===== src/rtl/nn_pkg.sv =====
// Shared types and constants for the layer-feeding datapath blocks.
package nn_pkg;
  typedef enum logic {SER_IDLE, SER_STREAM} ser_state_t;
  localparam int UNDERRUN_CNT_W = 16;
endpackage


===== src/rtl/input_serializer_pingpong_buf.sv =====
// Two-bank vector store: writes fill banks alternately, the reader releases them in the same order.
// A bank only accepts data while empty, so a full buffer never overwrites a vector.
module pingpong_buf #(
  parameter int IN_SIZE  = 3,
  parameter int BIT_SIZE = 1
) (
  input  logic                              clk,
  input  logic                              rst,
  input  logic                              wr_en_i,
  input  logic [IN_SIZE-1:0][BIT_SIZE-1:0]  wr_data_i,
  input  logic                              rd_release_i,
  output logic                              wr_ready_o,
  output logic                              rd_full_o,
  output logic [IN_SIZE-1:0][BIT_SIZE-1:0]  rd_data_o
);
  logic [1:0][IN_SIZE-1:0][BIT_SIZE-1:0] bank_q;
  logic [1:0] full_q, full_d;
  logic       wr_bank_q, wr_bank_d;
  logic       rd_bank_q, rd_bank_d;
  logic       wr_fire;

  assign wr_ready_o = !full_q[wr_bank_q];
  assign wr_fire    = wr_en_i && wr_ready_o;
  assign rd_full_o  = full_q[rd_bank_q];
  assign rd_data_o  = bank_q[rd_bank_q];

  // Write and release always hit different banks, so both updates can apply together.
  always_comb begin
    full_d    = full_q;
    wr_bank_d = wr_bank_q;
    rd_bank_d = rd_bank_q;
    if (wr_fire) begin
      full_d[wr_bank_q] = 1'b1;
      wr_bank_d         = ~wr_bank_q;
    end
    if (rd_release_i) begin
      full_d[rd_bank_q] = 1'b0;
      rd_bank_d         = ~rd_bank_q;
    end
  end

  always_ff @(posedge clk or posedge rst) begin
    if (rst) begin
      full_q    <= '0;
      wr_bank_q <= 1'b0;
      rd_bank_q <= 1'b0;
    end else begin
      full_q    <= full_d;
      wr_bank_q <= wr_bank_d;
      rd_bank_q <= rd_bank_d;
    end
  end

  always_ff @(posedge clk) begin
    if (wr_fire) bank_q[wr_bank_q] <= wr_data_i;
  end
endmodule


===== src/rtl/input_serializer.sv =====
// Parallel-in, serial-out feeder for a layer stage: element k of a frame appears k+1 cycles after frame_start.
// Optional saturating underrun counter port when INPUT_SERIALIZER_UNDERRUN_CNT_EN is defined.
module input_serializer
  import nn_pkg::*;
#(
  parameter int IN_SIZE  = 3,
  parameter int BIT_SIZE = 1
) (
  input  logic                              clk,
  input  logic                              rst,
  input  logic                              in_valid,
  output logic                              in_ready,
  input  logic [IN_SIZE-1:0][BIT_SIZE-1:0]  in_data,
  input  logic                              frame_start,
  output logic [BIT_SIZE-1:0]               x,
  output logic                              x_valid,
  output logic                              x_last,
  output logic                              underrun,
  output logic                              frame_err
`ifdef INPUT_SERIALIZER_UNDERRUN_CNT_EN
  ,
  output logic [UNDERRUN_CNT_W-1:0]         underrun_cnt
`endif
);
  localparam int                IDX_W    = $clog2(IN_SIZE);
  localparam logic [IDX_W-1:0]  LAST_IDX = IDX_W'(IN_SIZE - 1);

  ser_state_t                         state_q, state_d;
  logic [IDX_W-1:0]                   idx_q, idx_d;
  logic [BIT_SIZE-1:0]                x_q, x_d;
  logic                               x_valid_q, x_valid_d;
  logic                               x_last_q, x_last_d;
  logic                               underrun_q, underrun_d;
  logic                               frame_err_q, frame_err_d;
  logic                               rd_release;
  logic                               rd_full;
  logic [IN_SIZE-1:0][BIT_SIZE-1:0]   rd_data;

  pingpong_buf #(.IN_SIZE(IN_SIZE), .BIT_SIZE(BIT_SIZE)) u_buf (
    .clk          (clk),
    .rst          (rst),
    .wr_en_i      (in_valid),
    .wr_data_i    (in_data),
    .rd_release_i (rd_release),
    .wr_ready_o   (in_ready),
    .rd_full_o    (rd_full),
    .rd_data_o    (rd_data)
  );

  // Element 0 is registered on the start edge itself, so STREAM covers elements 1..IN_SIZE-1.
  always_comb begin
    state_d     = state_q;
    idx_d       = idx_q;
    x_d         = '0;
    x_valid_d   = 1'b0;
    x_last_d    = 1'b0;
    underrun_d  = 1'b0;
    frame_err_d = 1'b0;
    rd_release  = 1'b0;
    case (state_q)
      SER_IDLE: begin
        if (frame_start) begin
          if (rd_full) begin
            x_d       = rd_data[0];
            x_valid_d = 1'b1;
            idx_d     = IDX_W'(1);
            state_d   = SER_STREAM;
          end else begin
            underrun_d = 1'b1;
          end
        end
      end
      SER_STREAM: begin
        x_d         = rd_data[idx_q];
        x_valid_d   = 1'b1;
        frame_err_d = frame_start;
        if (idx_q == LAST_IDX) begin
          x_last_d   = 1'b1;
          rd_release = 1'b1;
          idx_d      = '0;
          state_d    = SER_IDLE;
        end else begin
          idx_d = idx_q + 1'b1;
        end
      end
      default: state_d = SER_IDLE;
    endcase
  end

  always_ff @(posedge clk or posedge rst) begin
    if (rst) begin
      state_q     <= SER_IDLE;
      idx_q       <= '0;
      x_q         <= '0;
      x_valid_q   <= 1'b0;
      x_last_q    <= 1'b0;
      underrun_q  <= 1'b0;
      frame_err_q <= 1'b0;
    end else begin
      state_q     <= state_d;
      idx_q       <= idx_d;
      x_q         <= x_d;
      x_valid_q   <= x_valid_d;
      x_last_q    <= x_last_d;
      underrun_q  <= underrun_d;
      frame_err_q <= frame_err_d;
    end
  end

  assign x         = x_q;
  assign x_valid   = x_valid_q;
  assign x_last    = x_last_q;
  assign underrun  = underrun_q;
  assign frame_err = frame_err_q;

`ifdef INPUT_SERIALIZER_UNDERRUN_CNT_EN
  logic [UNDERRUN_CNT_W-1:0] underrun_cnt_q;

  // Counts on the next-state strobe so the count lands with the pulse.
  always_ff @(posedge clk or posedge rst) begin
    if (rst) begin
      underrun_cnt_q <= '0;
    end else if (underrun_d && (underrun_cnt_q != {UNDERRUN_CNT_W{1'b1}})) begin
      underrun_cnt_q <= underrun_cnt_q + 1'b1;
    end
  end

  assign underrun_cnt = underrun_cnt_q;
`endif
endmodule


===== config.mk =====
export PLATFORM = sky130hd
export DESIGN_NAME = input_serializer
export DESIGN_NICKNAME = d
export VERILOG_FILES = /design/src/rtl/nn_pkg.sv /design/src/rtl/input_serializer_pingpong_buf.sv /design/src/rtl/input_serializer.sv
export SDC_FILE = /design/constraint.sdc
export NUM_CORES = 1
export LEC_CHECK = 0
export ABC_AREA = 1
export BUFFER_PORTS_ARGS = -buffer_cell sky130_fd_sc_hd__buf_4
export CAP_MARGIN = 25
export CORE_MARGIN = 1
export CORE_UTILIZATION = 47
export DETAILED_ROUTE_END_ITERATION = 8
export PLACE_DENSITY = 0.72
export SLEW_MARGIN = 10
export SYNTH_ARGS = -nofsm -noshare
export SYNTH_HDL_FRONTEND = slang
export SYNTH_HIERARCHICAL = 1
export SYNTH_SLANG_ARGS = --single-unit

===== constraint.sdc =====
create_clock -name clk -period 1.1 [get_ports clk]
set_input_delay 0.11 -clock clk [delete_from_list [all_inputs] [get_ports clk]]
set_output_delay 0.11 -clock clk [all_outputs]
set_load 0.01 [all_outputs]

After elaboration in Yosys (flattened, before gate mapping). Cells that the tools add are included.

Register bits: 18. Input bits: 7. Output and inout port bits: 6. Word-level logic and storage cells: 71.

Add/subtract/negate cells: 1. $lt $le $gt $ge: 5. Equal/unequal tests: 3. Muxes and demuxes: 35. Bitwise gates (word level): 6. Reductions and logical operators: 5.

Operators with widths (number): 1-bit 2-to-1 mux (18); 2-bit 2-to-1 mux (5); 3-bit 2-to-1 mux (3); 6-bit bitwise mux (1); 1-bit case mux with 2 select lines (3); 1-bit by 2-bit < comparator with 1-bit output (second input constant) (2); 2-bit inequality test (second input constant) (2); 2-bit case mux with 2 select lines (1); 3-bit demux with 1-bit select (1); 1-bit logical AND (3); 2-bit by 3-bit < comparator with 1-bit output (second input constant) (1); 1-bit NOT (3); 2-bit by 1-bit adder with 2-bit output (second input constant) (1); 2-bit AND (1); 1-bit binary-select mux with 2-bit select (1); 1-bit demux with 1-bit select (2); 2-bit == test (second input constant) (1); 1-bit >= comparator (second input constant) (2); 2-bit NOT (1); 2-bit bitwise OR (1); 2-bit AND reduction (1); 1-bit logical NOT (1).

Logic depth before layout (Yosys ltp). Gate-level depths: netlist (run 1).

Word-level depth: 8. Gate-level depth with buffers: 7. Depth with buffers taken out: 6.

Hierarchy. Netlist (run 1), hierarchy kept.

By module, submodules not included: pingpong_buf (times used 1, cells an instance 42, area an instance 432.9 µm², seq. area each 280.3 µm²); input_serializer (times used 1, cells an instance 35, area an instance 325.3 µm², seq. area each 200.2 µm²).

Least setup slack after synthesis (run 1). Ideal clock, no wire load.

Path type: register -> register. From: reg u_buf.rd_bank_q. To: reg idx_q[1]. Setup time: 117 ps. Data arrival time: 1055 ps. Data required time: 983 ps. Slack: -71 ps. Stages on the path, launching flop included: 6. Buffers on the path: 1. Period minus slack after synthesis: 1171 ps. Cell sequence: dfrtp_1 buf_6 o21ai_0 a21oi_1 nand2_1 nand2_1.

Cells in the longest elaborated chain, start to end: 4.

Ends and longest elaborated chain: start: declaration (RTL line input_serializer_pingpong_buf.sv:19) `logic rd_bank_q, rd_bank_d;`; start signal: assignment (RTL line input_serializer_pingpong_buf.sv:50) `rd_bank_q <= rd_bank_d;`; 1-bit 2-to-1 mux (implied by the code) (2 in series) (RTL line input_serializer_pingpong_buf.sv:24) `assign rd_full_o = full_q[rd_bank_q];`; net rd_full (RTL line input_serializer.sv:36) `logic rd_full;`; 2-bit inequality test (no source line); 2-bit AND reduction (no source line); end signal: assignment (RTL line input_serializer.sv:101) `idx_q <= idx_d;`; end: declaration (RTL line input_serializer.sv:29) `logic [IDX_W-1:0] idx_q, idx_d;`.

The timed path passes the listed nets, and every way through them passes these cells. The select of a mux whose other input is x is not followed. A chain may end at the register's enable or synchronous reset.

Final worst setup path (run 1).
From: reg u_buf.full_q[1]. To: reg u_buf/bank_q[5] in the netlist's numbering, enable pin.

Cells in the longest elaborated chain, start to end: 4.

Ends and longest elaborated chain: start: declaration (RTL line input_serializer_pingpong_buf.sv:17) `logic [1:0] full_q, full_d;`; start signal: assignment (RTL line input_serializer_pingpong_buf.sv:48) `full_q <= full_d;`; 1-bit 2-to-1 mux (implied by the code) (2 in series) (RTL line input_serializer_pingpong_buf.sv:22) `assign wr_ready_o = !full_q[wr_bank_q];`; 1-bit logical NOT (RTL line input_serializer_pingpong_buf.sv:22); 1-bit logical AND (RTL line input_serializer_pingpong_buf.sv:23) `assign wr_fire = wr_en_i && wr_ready_o;`; end signal: indexed assignment (RTL line input_serializer_pingpong_buf.sv:55) `if (wr_fire) bank_q[wr_bank_q] <= wr_data_i;`; end: declaration (RTL line input_serializer_pingpong_buf.sv:16) `logic [1:0][IN_SIZE-1:0][BIT_SIZE-1:0] bank_q;`.

Every way passes these cells. The select of a mux whose other input is x is not followed.

==> results of run 1 <==
## flip-flops by register name, indices dropped and copies added (netlist names)
| register | count |
|---|---|
| u_buf/bank_q | 6 |
| idx_q | 2 |
| u_buf/full_q | 2 |
| frame_err | 1 |
| state_q | 1 |
| u_buf/rd_bank_q | 1 |
| u_buf/wr_bank_q | 1 |
| underrun | 1 |
| x | 1 |
| x_last | 1 |
| x_valid | 1 |
## logic make-up (layout without fill, tap and decap cells)
kind of cell | Yosys count | count (layout) | synth area share [%]
buffers and inverters | 17 | 47 | 9.40
AO/OA/AOI/OAI | 10 | 10 | 6.60
XOR/XNOR | 1 | 1 | 2.15
AND/OR/NAND/NOR | 31 | 31 | 18.5
flip-flops | 18 | 18 | 63.4
## final cells by class
class | count | area share (%)
inverter | 16 | 5.82
multi-input combinational | 42 | 22.4
tap | 16 | 1.94
clock buffer | 4 | 2.55
sequential | 18 | 46.7
timing repair buffer | 27 | 20.6
## critical path, cell delays in order, from the launching register on
cell and delay, ps:
dfrtp_1 420, buf_4 150, nor3_2 160, buf_4 140
## report_power, final
part / switching, mW / internal [mW] / leakage [nW]
Clock: 0.195 / 0.141 / 0.0150
Combinational: 0.577 / 0.551 / 0.311
Sequential: 0.133 / 0.901 / 0.195
## per-layer routing
layer / track usage [%] / vias to the layer above / routed length [um]
li1: - / 301 / -
met2: 28.3 / 13 / 667
met1: 18.4 / 256 / 564
met5: 0 / - / 0
met4: 11.3 / 0 / 31
met3: 5.17 / 4 / 37
## path summary, 6_finish.rpt
check | to | slack [ps] | cells after the start
setup / recovery | u_buf/bank_q[5]$_DFFE_PP_ | -40 | 3
hold / removal | frame_err$_DFF_PP0_ | 50 | 3
hold reg to reg | x_last$_DFF_PP0_ | 500 | 1
min in group asynchronous | u_buf/rd_bank_q$_DFFE_PP0P_ | 260 | 3
max in group asynchronous | underrun$_DFF_PP0_ | 570 | 3
setup reg to reg | u_buf/bank_q[5]$_DFFE_PP_ | -40 | 3
## what timing repair did
| action | CTS | global route |
|---|---|---|
| gates resized for setup | 4 | 7 |
| gates cloned | 0 | 0 |
| setup buffers | 4 | 2 |
| hold endpoints to repair | 18 | 0 |
| pin swaps | 1 | 1 |
| hold buffers | 4 | 0 |
| setup endpoints to repair | 2 | 12 |
## cells in the mapped netlist (all sizes together)
master / instances / share of area [%]
a21oi: 3 / 2.0
buf: 1 / 1.5
dfrtp: 12 / 40
edfxtp: 6 / 24
inv: 16 / 7.9
nand2: 18 / 8.9
nand3: 3 / 2.6
nand4: 2 / 1.6
nor2: 6 / 3.6
nor3: 1 / 0.66
nor3b: 1 / 0.99
o21ai: 7 / 4.6
xor2: 1 / 2.1
## stage by stage
stage | worst slack (ps) | instances | cell area [sq um] | setup TNS, ps | util [%]
6_report | -38.9 | 123 | 1030 | -152 | 68.5
5_1_grt | -108 | 123 | 1030 | -392 | 68.5
4_1_cts | -53.9 | 121 | 996 | -158 | 66.1
3_5_place_dp | -6.41 | 109 | 895 | -6.41 | 59.4
3_3_place_gp | 51.3 | 109 | 895 | 0 | 59.4
2_1_floorplan | 38.5 | 77 | 758 | 0 | -
==> reports/results.ini, run 1 <==
[grt]
overflow=0
track_usage_pct=17.0
grt_max_degree=11
antenna_found_initial=0
grt_first_pass_wirelength_um=2140
grt_pass1_vias=531

[placed_design]
gp_congestion=0.722
dp_hpwl_um=943
io_buffer_count=12

[timing]
final.setup.worst_slack_ps=-38.9
clock.fmax_mhz=878
whs_ps=47.9
hold_viol_final=0
timing.final.max_slew_violations=0
skew_ps=1.01
rsz0062_at_grt=yes
slew_headroom_pct=80.8
fin_crit_sh_pct=104
period_minus_slack_ps=1140
setup_violations=4
tightest_slew_ps=287

[hold_path]
min_path_type=in2reg
hold_start=frame_start

[yosys]
yosysWarnings=6
synth.cell_area_sq_um=758
syn_area_per_cell_sq_um=9.85
synth-seq-cells=18
syn_nets=84
synthCells=77
yosysSeqAreaShare_pct=63.4
synth.distinct_cells=16

[floorplanning]
fp-row-count=14
fp.dieH_um=42.2
initial_core_util_pct=50.3
die_x_um=42.2
ios=13
dieArea_sq_um=1780
core_sq_um=1510

[detailed_routing]
wl_per_cell_um=10.6
drtIter0Drc=3
ant_nets=0
route.detailed.drc=0
num_vias=574
firstDrtPassIters=2
drt_wl_total_um=1300
viasPerCell=4.67

[critical_path]
worstSetupPathType=reg2reg
path_max_fanout=4
worstPathArrival_ps=1160
crit_path_start_kind=flip-flop
worstSetupEndpointType=flip-flop
startpoint=u_buf/full_q[1]$_DFF_PP0_
timing.rr.start=u_buf/full_q[1]$_DFF_PP0_
worstPathRequired_ps=1120

[pwr]
leakage_nw=0.521
finalPower_mw=2.50
p_per_area_nw_per_um2=2420
vdd_ir_drop_max_mv=1.47

[cells_and_area]
regArea_sq_um=482
antenna_cells=0
drive_gt1_share_pct=36.4
most-common-layout-cells=buf_4, nand2_1, inv_1
multi_input_area_sq_um=231
areaGrowthSynthToFinish_pct=36.1
layout.cells.most_common=buf_4
final_nets=115
num-fill-cells=120

[clocking]
clockBufferDepth=2
clk_latency_ps=290
htree_levels=1
root_buffer=clkbuf_4
cts_tree=yes
path_clk_slew_ps=100
cts_buffers=3
cts_sinks=18

[run_status]
status=finished, violations left
failed_checks=setup timing

[flow_run]
cap_violations=0

(Power assumes the default switching activity.)
==> run 2: changes to the inputs <==
clock period = 1 ns   (was 1.1 ns; I/O delays follow)
==> run 2 against run 1 <==
  * The run still ends with setup timing left
  * Highest routed layer unchanged
  * Sequential power rose by 17%
  * Flip-flop and latch count did not move
  * Non-clock buffer count fell by 1
==> reports/results.ini, run 2 (same netlist as run 1, synthesis figures left out) <==
[grt]
grt_max_degree=11
grt_pass1_vias=536
track_usage_pct=15.9
antenna_found_initial=0
overflow=0
grt_first_pass_wirelength_um=2080

[cells_and_area]
largest_reg_flops=6
regArea_sq_um=484
final_nets=114
top_register=u_buf/bank_q
multi_input_area_sq_um=269
most-common-layout-cells=buf_4, nand2_1, inv_1
areaGrowthSynthToFinish_pct=41.9
reg_top3=u_buf/bank_q x6, idx_q x2, u_buf/full_q x2
layout.cells.most_common=buf_4
antenna_cells=0
num-fill-cells=95
drive_gt1_share_pct=46.2

[detailed_routing]
drtIter0Drc=9
wl_per_cell_um=11.6
route.detailed.drc=0
viasPerCell=4.87
firstDrtPassIters=4
drt_wl_total_um=1420
ant_nets=0
num_vias=594

[timing]
skew_ps=3.58
tightest_slew_ps=291
slew_headroom_pct=80.6
timing.final.max_slew_violations=0
fin_crit_sh_pct=119
final.setup.worst_slack_ps=-189
clock.fmax_mhz=841
period_minus_slack_ps=1190
hold_viol_final=0
rsz0062_at_grt=yes
setup_violations=9

[clocking]
htree_levels=1
root_buffer=clkbuf_4
clockBufferDepth=2
cts_buffers=3
cts_sinks=18
path_clk_slew_ps=90
clk_latency_ps=290
cts_tree=yes

[pwr]
p_per_area_nw_per_um2=2730
finalPower_mw=2.93
vdd_ir_drop_max_mv=1.95
leakage_nw=0.527

[floorplanning]
dieArea_sq_um=1780
die_x_um=42.2
initial_core_util_pct=50.3
fp.dieH_um=42.2
fp-row-count=14
ios=13
core_sq_um=1510

[critical_path]
worstPathRequired_ps=900
worstSetupEndpointType=primary output
crit_slowest_cell=dfrtp_1
worstPathCellList=inv_2 -> buf_6 -> nand2_2 -> o21ai_2 -> buf_4
cp_slowest_stage_delay_ps=400
worstSetupPathType=reg2out
path_max_fanout=3
worstPathArrival_ps=1090
crit_path_start_kind=flip-flop

[run_status]
failed_checks=setup timing
status=finished, violations left

[placed_design]
dp_slack_ps=-90.1
gp_congestion=0.724
dp_hpwl_um=926
io_buffer_count=12

[hold_path]
min_path_type=in2reg

[flow_run]
cap_violations=0

-- run 2: critical path: cells and delay by family, from the launching register on --
kind | cells | cell delay (ps)
buf+inv | 3 | 300
simple gates | 1 | 50
compound gates | 1 | 50
flops | 1 | 400
-- run 2: area by class of cell --
class,instances,share of cell area [%]
multi-input combinational,42,25.0
clock inverter,1,0.349
timing repair buffer,26,20.1
clock buffer,3,2.09
tap,16,1.86
inverter,16,5.58
sequential,18,45.0
-- run 2: where the power goes --
part	internal [mW]	leakage (nW)	switching [mW]	total, mW
registers	0.999	0.193	0.198	1.20
logic	0.670	0.318	0.710	1.38
clock network	0.145	0.0154	0.212	0.357
total	1.81	0.527	1.12	2.93
-- run 2: timing repair --
action / CTS / global route
hold buffers: 4 / 0
buffers inserted: 2 / 0
cloned: 0 / 0
pin swaps: 2 / 7
resized for setup: 14 / 16
endpoints found under the hold margin: 18 / 0
endpoints found under the setup margin: 12 / 15
-- run 2: metrics by stage --
| step | hold slack, ps | instances | setup TNS (ps) | utilization (%) | instance area [sq um] |
|---|---|---|---|---|---|
| after floorplan | -134 | 77 | 0 | - | 767 |
| after global placement | 6.65 | 112 | -307 | 61.5 | 926 |
| after detailed placement | 10.3 | 112 | -331 | 61.5 | 926 |
| after CTS | 36.1 | 122 | -616 | 68.2 | 1030 |
| after global routing | 44.4 | 122 | -1150 | 71.4 | 1080 |
| final | 38.9 | 122 | -463 | 71.4 | 1080 |
-- run 2: metal layers --
metal  part of all wire [%]  up-vias  routed length [um]  GRT usage, %
met2                     50       12                 703          26.5
met1                     45      277                 640          19.3
met3                    3.0        4                  42          3.88
met5                      0        -                   0             0
met4                    2.0        0                  28          7.50
li1                       -      301                   -             -
-- run 2: path summary, 6_finish.rpt --
| check | end | slack (ps) | cells past startpoint | startpoint |
|---|---|---|---|---|
| setup / recovery | in_ready | -190 | 5 | u_buf/wr_bank_q$_DFFE_PP0N_ |
| hold / removal | frame_err$_DFF_PP0_ | 40 | 3 | frame_start |
| setup reg to reg | u_buf/bank_q[1]$_DFFE_PP_ | -50 | 4 | u_buf/wr_bank_q$_DFFE_PP0N_ |
| hold reg to reg | underrun$_DFF_PP0_ | 600 | 2 | state_q$_DFF_PP0_ |
| max in group asynchronous | idx_q[0]$_DFFE_PP0P_ | 450 | 3 | rst |
| min in group asynchronous | u_buf/full_q[1]$_DFF_PP0_ | 260 | 3 | rst |
==> run 3: changes to the inputs <==
ABC_AREA = not set   (was 1)
CORE_UTILIZATION = 46   (was 47)
PLACE_DENSITY = 0.71   (was 0.72)
==> run 3 against run 2 <==
  * The flow still finishes with violations (setup timing)
  * Critical path depth shrank 1
  * Hold slack improved by 21 ps
  * Final area stayed put
  * Critical path type is now reg2reg
==> reports/results.ini, run 3 <==
[run_status]
status=finished, violations left
failed_checks=setup timing

[yosys]
yosys-top-cells-count=dfrtp_1, nand2_1, edfxtp_1, a21oi_1
synth.cell_area_sq_um=746
synth_top_area_share_pct=40.3
yosysSeqAreaShare_pct=64.4
yosysWarnings=6
synthCells=59
synth_edf_count=6
synthFlopType=dfrtp_1
synth.distinct_cells=21
synth_area_leaders=dfrtp_1, edfxtp_1, mux2_4, nand2_1, a21oi_1
synth.most_common_cell=dfrtp_1
async_flop_share_pct=66.7
syn_nets=66
synth_top_cell_by_area=dfrtp_1
synth-seq-cells=18
syn_area_per_cell_sq_um=12.6

[flow_run]
cap_violations=0

[floorplanning]
die_x_um=42.3
ios=13
dieArea_sq_um=1790
initial_core_util_pct=49.5
fp-row-count=14
core_sq_um=1510
fp.dieH_um=42.3

[clocking]
clockBufferDepth=2
cts_tree=yes
htree_levels=1
root_buffer=clkbuf_4
cts_buffers=3
path_clk_slew_ps=100
clk_latency_ps=300
cts_sinks=18

[timing]
hold_viol_final=0
period_minus_slack_ps=1240
slew_headroom_pct=80.4
skew_ps=7.14
final.setup.worst_slack_ps=-237
fin_crit_sh_pct=124
whs_ps=60.0
timing.final.max_slew_violations=0
clock.fmax_mhz=809
setup_violations=15
rsz0062_at_grt=yes
finalSetupTns_ps=-1540
tightest_slew_ps=293

[pwr]
p_seq_share_pct=40.9
clock_power_share_pct=12.3
switching_share_pct=34.3
vdd_ir_drop_max_mv=1.61
p_per_area_nw_per_um2=2790
internal_power_mw=1.97
leakage_nw=0.496
switchingPower_mw=1.03
finalPower_mw=3.00
pwr-share-comb_pct=46.8

[cells_and_area]
antenna_cells=0
final_cell_count_no_fill=106
drive_gt1_share_pct=50.0
layout.cells.most_common=buf_4
reg_top3=u_buf/bank_q x6, idx_q x2, u_buf/full_q x2
top_register=u_buf/bank_q
largest_reg_flops=6
areaGrowthSynthToFinish_pct=44.3
most-common-layout-cells=buf_4, dfrtp_1, edfxtp_1
design_area_sq_um=1080
final_nets=98

[detailed_routing]
ant_nets=0
dr_wl_met2_um=869
wl_per_cell_um=14.8
top_layer=met4
wl_met3_um=49
firstDrtPassIters=5
met1_length_um=610
drtIter0Drc=6
route.detailed.drc=0
num_vias=536
viasPerCell=5.06
drt_wl_total_um=1570

[grt]
grt_pass1_vias=604
overflow=0
grt_max_degree=11
antenna_found_initial=0
track_usage_pct=20.3
grt_first_pass_wirelength_um=2580

[placed_design]
placed_cell_area_sq_um=922
dp_hpwl_um=881
io_buffer_count=12
gp_congestion=0.797
dp_cells=96

[hold_path]
min_path_type=in2reg

[critical_path]
worstSetupEndpointType=flip-flop
worstPathArrival_ps=1430
worstSetupPathType=reg2reg
crit_path_start_kind=flip-flop
path_max_fanout=6
worstPathRequired_ps=1200

## run 3: area by class of cell
class,instances,area [sq um]
Fill cell,110,430
Tap cell,16,20.0
Timing Repair Buffer,29,246
Multi-Input combinational cell,35,284
Clock inverter,1,3.75
Sequential cell,18,484
Inverter,4,15.0
Clock buffer,3,22.5
## run 3: final timing paths
check                                             from                        end  slack, ps  cells after the start
max reg2reg                u_buf/rd_bank_q$_DFFE_PP0P_                x$_DFF_PP0_       -240                      4
min                                        frame_start          x_valid$_DFF_PP0_         60                      3
min in group asynchronous                          rst  u_buf/full_q[1]$_DFF_PP0_        260                      3
max                        u_buf/rd_bank_q$_DFFE_PP0P_                x$_DFF_PP0_       -240                      4
max in group asynchronous                          rst          state_q$_DFF_PP0_        430                      3
min reg2reg                       idx_q[1]$_DFFE_PP0P_       idx_q[1]$_DFFE_PP0P_        540                      1
## run 3: worst max-delay path, cell delays in order, from the launching register on
cell and delay [ps]:
dfrtp_2 460, mux2_4 300, nand3b_1 70, o21ai_1 60, a22o_2 230
## run 3: what timing repair did
action / 4_1_cts / 5_1_grt
pin swaps: 3 / 7
gates cloned: 0 / 0
endpoints found under the setup margin: 14 / 18
setup buffers: 1 / 1
gates resized for setup: 12 / 10
endpoints found under the hold margin: 18 / 0
hold buffers: 4 / 0
## run 3: routing by layer
layer,up-vias,global-route usage (%)
met5,-,0
met4,0,11.3
met3,5,3.88
met2,14,37.2
met1,258,21.2
li1,259,-
## run 3: power groups by stage
stage | Sequential (mW) | Combinational, mW | Clock, mW
floorplan | 1.16 | 0.618 | 0
finish | 1.23 | 1.41 | 0.368
global route | 1.25 | 1.51 | 0.405
global placement | 1.18 | 1.05 | 0
CTS | 1.20 | 1.24 | 0.371
detailed placement | 1.19 | 1.07 | 0
## run 3: cells by family (layout without fill, tap and decap cells)
kind of cell | after synthesis | in the layout | synth area share, %
AO/OA/AOI/OAI | 10 | 10 | 7.72
XOR/XNOR | 1 | 1 | 1.17
buffers and inverters | 6 | 37 | 4.53
flip-flops | 18 | 18 | 64.4
multiplexers | 5 | 5 | 8.72
AND/OR/NAND/NOR | 19 | 19 | 13.4
## run 3: per-stage QoR
stage / setup WS (ps) / util (%)
2_1_floorplan: -232 / -
3_3_place_gp: -221 / 61.2
3_5_place_dp: -264 / 61.2
4_1_cts: -235 / 68.9
5_1_grt: -280 / 71.4
6_report: -237 / 71.4
